--- src/rtl/mem_bus_arbiter.sv ---
// Two-requester (fetch/data) arbiter onto one word-addressed memory port.
// Optional: define MEM_ARB_RR_EN for round-robin instead of data-first priority.
module mem_bus_arbiter #(
  parameter int ADDR_W     = 32,
  parameter int DATA_W     = 32,
  parameter int STARVE_MAX = 4
) (
  input  logic              clk,
  input  logic              n_reset,
  input  logic              i_req,
  input  logic [ADDR_W-1:0] i_addr,
  output logic              i_gnt,
  output logic              i_valid,
  output logic [DATA_W-1:0] i_rdata,
  output logic              i_abort,
  input  logic              d_req,
  input  logic [ADDR_W-1:0] d_addr,
  input  logic [DATA_W-1:0] d_wdata,
  input  logic              d_write,
  input  logic              d_size,
  output logic              d_gnt,
  output logic              d_valid,
  output logic [DATA_W-1:0] d_rdata,
  output logic              d_abort,
  input  logic              priv,
  output logic [ADDR_W-1:0] m_addr,
  output logic [DATA_W-1:0] m_wdata,
  output logic              m_write,
  output logic              m_size,
  output logic [1:0]        m_prot,
  output logic [1:0]        m_trans,
  input  logic [DATA_W-1:0] m_rdata,
  input  logic              m_abort
);

  typedef enum logic [1:0] {IDLE, FETCH, DATA} state_t;

  state_t            state_q, state_d;
  logic [ADDR_W-1:0] last_addr;
  logic [ADDR_W-1:0] addr_inc;
  logic              grant_i, grant_d;
  logic              pend_v, pend_data, pend_store;

  assign addr_inc = last_addr + {{(ADDR_W-1){1'b0}}, 1'b1};

`ifdef MEM_ARB_RR_EN
  logic rr_last_data;

  // Ties go to whoever was not granted last; the record survives idle cycles.
  always_comb begin
    grant_d = n_reset & d_req & (~i_req | ~rr_last_data);
    grant_i = n_reset & i_req & ~grant_d;
  end

  always_ff @(posedge clk) begin
    if (!n_reset)     rr_last_data <= 1'b0;
    else if (grant_d) rr_last_data <= 1'b1;
    else if (grant_i) rr_last_data <= 1'b0;
  end
`else
  localparam logic [3:0] STARVE_LIM = 4'(STARVE_MAX);

  logic [3:0] starve_cnt;
  logic       fetch_wins;

  // Reset gates the grants so nothing issues in a reset cycle.
  always_comb begin
    fetch_wins = i_req & (~d_req | (starve_cnt == STARVE_LIM));
    grant_i    = n_reset & fetch_wins;
    grant_d    = n_reset & d_req & ~fetch_wins;
  end

  always_ff @(posedge clk) begin
    if (!n_reset)                                 starve_cnt <= 4'd0;
    else if (!i_req || grant_i)                   starve_cnt <= 4'd0;
    else if (grant_d && starve_cnt != STARVE_LIM) starve_cnt <= starve_cnt + 4'd1;
  end
`endif

  assign i_gnt = grant_i;
  assign d_gnt = grant_d;

  always_comb begin
    state_d = IDLE;
    m_addr  = '0;
    m_wdata = '0;
    m_write = 1'b0;
    m_size  = 1'b0;
    m_prot  = 2'b00;
    m_trans = 2'b00;
    if (grant_d) begin
      state_d = DATA;
      m_addr  = d_addr;
      m_wdata = d_wdata;
      m_write = d_write;
      m_size  = d_size;
      m_prot  = {priv, 1'b1};
    end else if (grant_i) begin
      state_d = FETCH;
      m_addr  = i_addr;
      m_prot  = {priv, 1'b0};
    end
    // SEQ only when the same owner continues at the next word.
    if (grant_d || grant_i)
      m_trans = (state_d == state_q && m_addr == addr_inc) ? 2'b11 : 2'b10;
  end

  always_ff @(posedge clk) begin
    if (!n_reset) begin
      state_q    <= IDLE;
      last_addr  <= '0;
      pend_v     <= 1'b0;
      pend_data  <= 1'b0;
      pend_store <= 1'b0;
    end else begin
      state_q    <= state_d;
      if (grant_i || grant_d) last_addr <= m_addr;
      pend_v     <= grant_i | grant_d;
      pend_data  <= grant_d;
      pend_store <= grant_d & d_write;
    end
  end

  // Memory data is already registered, so the response is a steered pass-through.
  always_comb begin
    i_valid = n_reset & pend_v & ~pend_data;
    d_valid = n_reset & pend_v & pend_data;
    i_rdata = i_valid ? m_rdata : '0;
    d_rdata = (d_valid && !pend_store) ? m_rdata : '0;
    i_abort = i_valid & m_abort;
    d_abort = d_valid & m_abort;
  end

endmodule

--- config.mk ---
export PLATFORM = sky130hd
export DESIGN_NAME = mem_bus_arbiter
export DESIGN_NICKNAME = d
export VERILOG_FILES = /design/src/rtl/mem_bus_arbiter.sv
export SDC_FILE = /design/constraint.sdc
export NUM_CORES = 1
export LEC_CHECK = 0
export BUFFER_PORTS_ARGS = -buffer_cell sky130_fd_sc_hd__buf_4
export CORE_MARGIN = 8
export CORE_UTILIZATION = 43
export CTS_CLUSTER_SIZE = 24
export DETAILED_ROUTE_END_ITERATION = 16
export PLACE_DENSITY = 0.87
export SYNTH_ARGS = -nofsm -noshare
export SYNTH_HDL_FRONTEND = slang
export SYNTH_SLANG_ARGS = --single-unit
export TNS_END_PERCENT = 5
--- constraint.sdc ---
create_clock -name clk -period 2.55 [get_ports clk]
set_input_delay 0 -clock clk [delete_from_list [all_inputs] [get_ports clk]]
set_output_delay 0 -clock clk [all_outputs]
set_load 0.03 [all_outputs]
# Yosys cells after proc, flatten, opt, wreduce, memory -nomap -nowiden
# Index checks and enable logic that the tools add are counted.
[totals]
register_bits = 41
word_cells = 49
in_bits = 136
output_inout_bits = 140
[op_classes]
addsub = 2
n_eq_ne = 4
reduce_logical = 8
bitwise_logic = 16
mux = 13
[op_table]
columns = ["cell", "n"]
rows = [
  ["32-bit 2-to-1 mux", 5],
  ["32-bit by 1-bit adder with 32-bit output (second input constant)", 1],
  ["32-bit == test", 1],
  ["1-bit AND", 10],
  ["2-bit 2-to-1 mux", 4],
  ["4-bit by 1-bit adder with 4-bit output (second input constant)", 1],
  ["4-bit by 3-bit == test with 1-bit output (second input constant)", 1],
  ["1-bit 2-to-1 mux", 4],
  ["4-bit by 3-bit inequality test with 1-bit output (second input constant)", 1],
  ["1-bit NOT", 4],
  ["1-bit logical AND", 3],
  ["2-bit == test", 1],
  ["1-bit zero test", 2],
  ["1-bit logical OR", 2],
  ["1-bit bitwise OR", 2],
  ["2-bit OR reduction", 1],
]

# Longest topological paths before layout
[logic_depth]
word_depth = 10
ltp_mapped = 11
mapped_depth_nobuf = 9

# Worst setup path after synthesis
# Ideal clock, no wire load.
[synth_path]
path_kind = "flip-flop to output port"
start = "register starve_cnt[0]"
end = "output port m_trans[0]"
path_stages_with_launch = 11
t_arrival_ps = 2954
required_time_ps = 2550
path_buffers = 1
setup_slack_ps = -404
path_cell_list = "dfxtp_1 > inv_1 > ha_1 > and4b_1 > nor2_1 > buf_2 > a22o_1 > xnor2_1 > nor4_1 > nand4_1 > nor4_2"
[synth_via]
elab_chain_len = 10
word_cells_on_any_way = 16
classes_between = "3 x eq/ne; 6 x mux; 5 x bitwise; 2 x reduce/logical"
[synth_lines]
columns = ["item", "line_no", "rtl"]
rows = [
  ["start: declaration", "63", "logic [3:0] starve_cnt;"],
  ["start signal: assignment", "76", "else if (grant_d && starve_cnt != STARVE_LIM) starve_cnt <= starve_cnt + 4'd1;"],
  ["4-bit by 3-bit == test with 1-bit output *", "68", "fetch_wins = i_req & (~d_req | (starve_cnt == STARVE_LIM));"],
  ["1-bit bitwise OR *", "68", ""],
  ["1-bit AND *", "68", ""],
  ["1-bit AND / 1-bit NOT (equally long branches)", "69, 70", ""],
  ["32-bit 2-to-1 mux / 1-bit AND (equally long branches)", "98, 70", ""],
  ["32-bit 2-to-1 mux *", "91", "if (grant_d) begin"],
  ["via m_addr[14]", "26", "output logic [ADDR_W-1:0] m_addr,"],
  ["32-bit == test *", "105", "m_trans = (state_d == state_q && m_addr == addr_inc) ? 2'b11 : 2'b10;"],
  ["1-bit logical AND *", "105", ""],
  ["1-bit 2-to-1 mux *", "105", ""],
  ["2-bit 2-to-1 mux *", "104", "if (grant_d || grant_i)"],
  ["end: declaration", "31", "output logic [1:0] m_trans,"],
]
# The timed path passes the listed nets; every way through them passes the cells marked *.

# Worst setup path in the final report
[layout_path]
start = "register starve_cnt[1]"
end = "output port m_trans[0]"
[layout_via]
elab_chain_len = 10
word_cells_on_any_way = 16
classes_between = "3 x eq/ne; 6 x mux; 5 x bitwise; 2 x reduce/logical"
[layout_lines]
columns = ["item", "line_no", "rtl"]
rows = [
  ["4-bit by 3-bit == test with 1-bit output *", "68", ""],
  ["1-bit bitwise OR *", "68", ""],
  ["1-bit AND *", "68", ""],
  ["1-bit AND / 1-bit NOT (equally long branches)", "69, 70", ""],
  ["32-bit 2-to-1 mux (tied with other cells)", "98", "end else if (grant_i) begin"],
  ["32-bit 2-to-1 mux / 2-bit 2-to-1 mux (equally long branches)", "91", ""],
  ["32-bit == test / 2-bit == test (equally long branches)", "105", ""],
  ["1-bit logical AND", "105", ""],
  ["1-bit 2-to-1 mux", "105", ""],
  ["2-bit 2-to-1 mux *", "104", ""],
]
# Mark *: on every way between the ends. The rest lies on a longest branch, timed or not.

==> reports/qor.txt <==
Reg clk slew, reported paths: 90 ps
GRT Util Overall: 30.56%
Syn Area/Cell: 7.249 um^2
sequential share of power: 30.5%
# H-tree levels: 2
Clock Path Buffers: 2
async set-or-reset flop fraction in the synthesized netlist: 0%
fraction of layout cells with a size suffix above 1: 48.59%
Max transition margin: 65.29%
Arr. time, crit path: 2940 ps
status: finished, violations left
Netlist cell types: 63
leading cell types in the layout, fill and taps excluded: 365 x buf_4, 72 x and2_1, 54 x nand2_1, 41 x and3_1, 36 x dfxtp_1
Core Rows: 35
YS warnings: 0
P&R area growth vs syn: 77.67%
post-synthesis sequential area ratio: 20.16%
root buffer cell: clkbuf_8
via count: 5,725
CP required: 2550 ps
post-route insts no fill: 998
vias in the first global route: 5,926
Final period util: 115.3%
antenna violations before repair: 0
RSZ-0062 raised after global routing: yes
fin nets: 1,025
TritonRoute pass-1 iters: 5
Worst Setup End Kind: primary output
Hold WS: 11.12 ps
Psw: 0.8072 mW
input/output buffers: 275
Initial Utilization: 43.61%
Final Hold Violating Endpoints: 0
leak pwr: 3.639 nW
EDFF count, synth: 0
diode count: 0
clk_skew: 9.012 ps
DR WL/cell: 20.54 um
syn_nets: 687
DRT Wirelength: 20,500 um
Tot Pwr: 2.274 mW
Clock power frac: 26.0%
CTS tree: done
Die X: 112.1 um
total CTS buffers: 5
Via density: 5.736
Main synth FF type: dfxtp_1
PwrDens: 322.2 nW/um^2
Crit Path Category: flip-flop to primary output
# IOs: 276
height of the chip: 112.1 um
Internal: 1.467 mW
pin count of the biggest net entering global routing: 42
Inst Count DP: 980
area of the core: 9109 um^2
crit-path max FO: 5
Slew Limit Fails: 0
Max VDD drop: 0.2159 mV
final setup margin: -389.2 ps
First DRT Iteration DRCs: 414
DIE AREA: 12,570 um^2
Max Clock Freq: 340.2 MHz
number of synthesized register bits: 40
commonest non-fill, non-tap cell in the layout: buf_4
Final HPWL DP: 16,540 um
worst hold path class: primary input to flip-flop
combinational power share: 43.4%
CTS sink count: 40
gr ovfl total: 0
switching fraction of total power: 35.49%
Residual DRC: 0
Antenna Nets Post-Route: 0
Mapped Area: 3973 um^2
global-route wire length before repair: 31,210 um
Tmin final: 2939 ps
# setup viols final: 1
Startpoint Class: flip-flop
Final Core Density: 77.49%
Post-Synthesis Cells: 548
placer's final routability congestion estimate: 0.9188
Max-cap violations: 0
worst skew pair latency: 300 ps
worst-margin pin slew: 520.6 ps
failing checks: negative setup slack
## area by class of cell
class / count / area [um^2]
clock buffer: 7 / 96.34
clock inverter: 1 / 30.03
fill: 646 / 2051
inverter: 28 / 105.1
multi-input combinational: 438 / 3044
sequential: 40 / 805.8
tap: 111 / 138.9
timing repair buffer: 373 / 2838
## synthesized netlist by cell type (2+ instances only)
cell type,count,area (um^2)
and3_1,41,256.5
a31oi_1,23,143.9
a211oi_1,9,67.56
nand4_1,13,81.33
a22o_1,8,70.07
o21ai_0,5,25.02
or3_1,2,12.51
nor3_1,11,55.05
inv_1,28,105.1
buf_4,4,30.03
or4_4,2,22.52
mux2i_1,4,40.04
o21a_1,5,37.54
a221oi_1,5,43.79
nand3_1,19,95.09
nor4_1,7,43.79
nor2_1,23,86.33
o31a_1,2,17.52
ha_1,3,37.54
xor2_1,11,96.34
o211a_1,3,30.03
and4_1,10,87.58
nor4b_1,4,35.03
and2_1,72,450.4
a21oi_1,27,135.1
nand2_1,54,202.7
o211ai_1,18,135.1
or4_1,2,15.01
o2111ai_1,2,17.52
and4b_1,2,20.02
buf_2,9,45.04
a2111oi_0,2,17.52
clkbuf_1,27,101.4
xnor2_1,15,131.4
nand4_2,2,25.02
a22oi_1,8,60.06
dfxtp_1,40,800.8
## sequential cells by signal, indices dropped and copies added, names as in the netlist
signal,count
pend_store,1
starve_cnt,4
last_addr,32
state_q,2
pend_v,1
## worst max-delay path: stages, from the launching register on
cell	delay [ps]
dfxtp_2	330
inv_2	70
ha_4	150
and3b_2	280
buf_4	140
o211ai_1	110
a211oi_2	300
xor2_1	220
a31oi_2	130
or4_4	580
nor4_4	170
buf_6	170
## metrics by stage
stage | TNS (ps) | cell area, um^2 | worst slack (ps)
finish | -389.2 | 7058 | -389.2
global route | -485.0 | 7058 | -485.0
CTS | -347.7 | 7037 | -347.7
detailed placement | -209.0 | 6700 | -209.0
global placement | -153.7 | 6700 | -153.7
floorplan | 0 | 4026 | 6.995
## cell families after synthesis
kind of cell,share of synthesized area (%)
buffers and inverters,7.464
DFF,20.16
adders and majority gates,0.9450
and+or+nand+nor,39.90
muxes,1.291
AOI/OAI and AO/OA,23.34
xor gates and xnor gates,6.898
## worst paths after layout
path / from / end / slack (ps) / depth (start not counted)
max reg2reg: starve_cnt[1] / last_addr[29] / 680 / 10
min: d_addr[30] / last_addr[30] / 10 / 3
min reg2reg: last_addr[24] / last_addr[24] / 510 / 2
max: starve_cnt[1] / m_trans[0] / -390 / 11
## layer usage
| layer | vias up | routed length (um) | track usage [%] |
|---|---|---|---|
| met5 | - | 0 | 0 |
| met4 | 0 | 414 | 8.453 |
| met3 | 37 | 1908 | 8.266 |
| met2 | 300 | 10470 | 56.56 |
| met1 | 2713 | 7698 | 33.31 |
| li1 | 2675 | - | - |
## what timing repair did
item,in CTS,in global routing
hold buffers,1,0
gates resized for setup,30,4
endpoints found under the setup margin,1,1
hold endpoints to repair,1,0
pin swaps,20,3
setup buffers,9,0
## power by group through the flow
| stage | clock (mW) | sequential, mW | combinational, mW |
|---|---|---|---|
| 4_1_cts | 0.593 | 0.694 | 0.970 |
| 6_report | 0.592 | 0.695 | 0.988 |
| 2_1_floorplan | 0 | 0.709 | 0.474 |
| 3_3_place_gp | 0 | 0.706 | 0.918 |
| 3_5_place_dp | 0 | 0.707 | 0.937 |
| 5_1_grt | 0.619 | 0.699 | 1.04 |
Note: power is estimated with default switching activity, not from simulation.
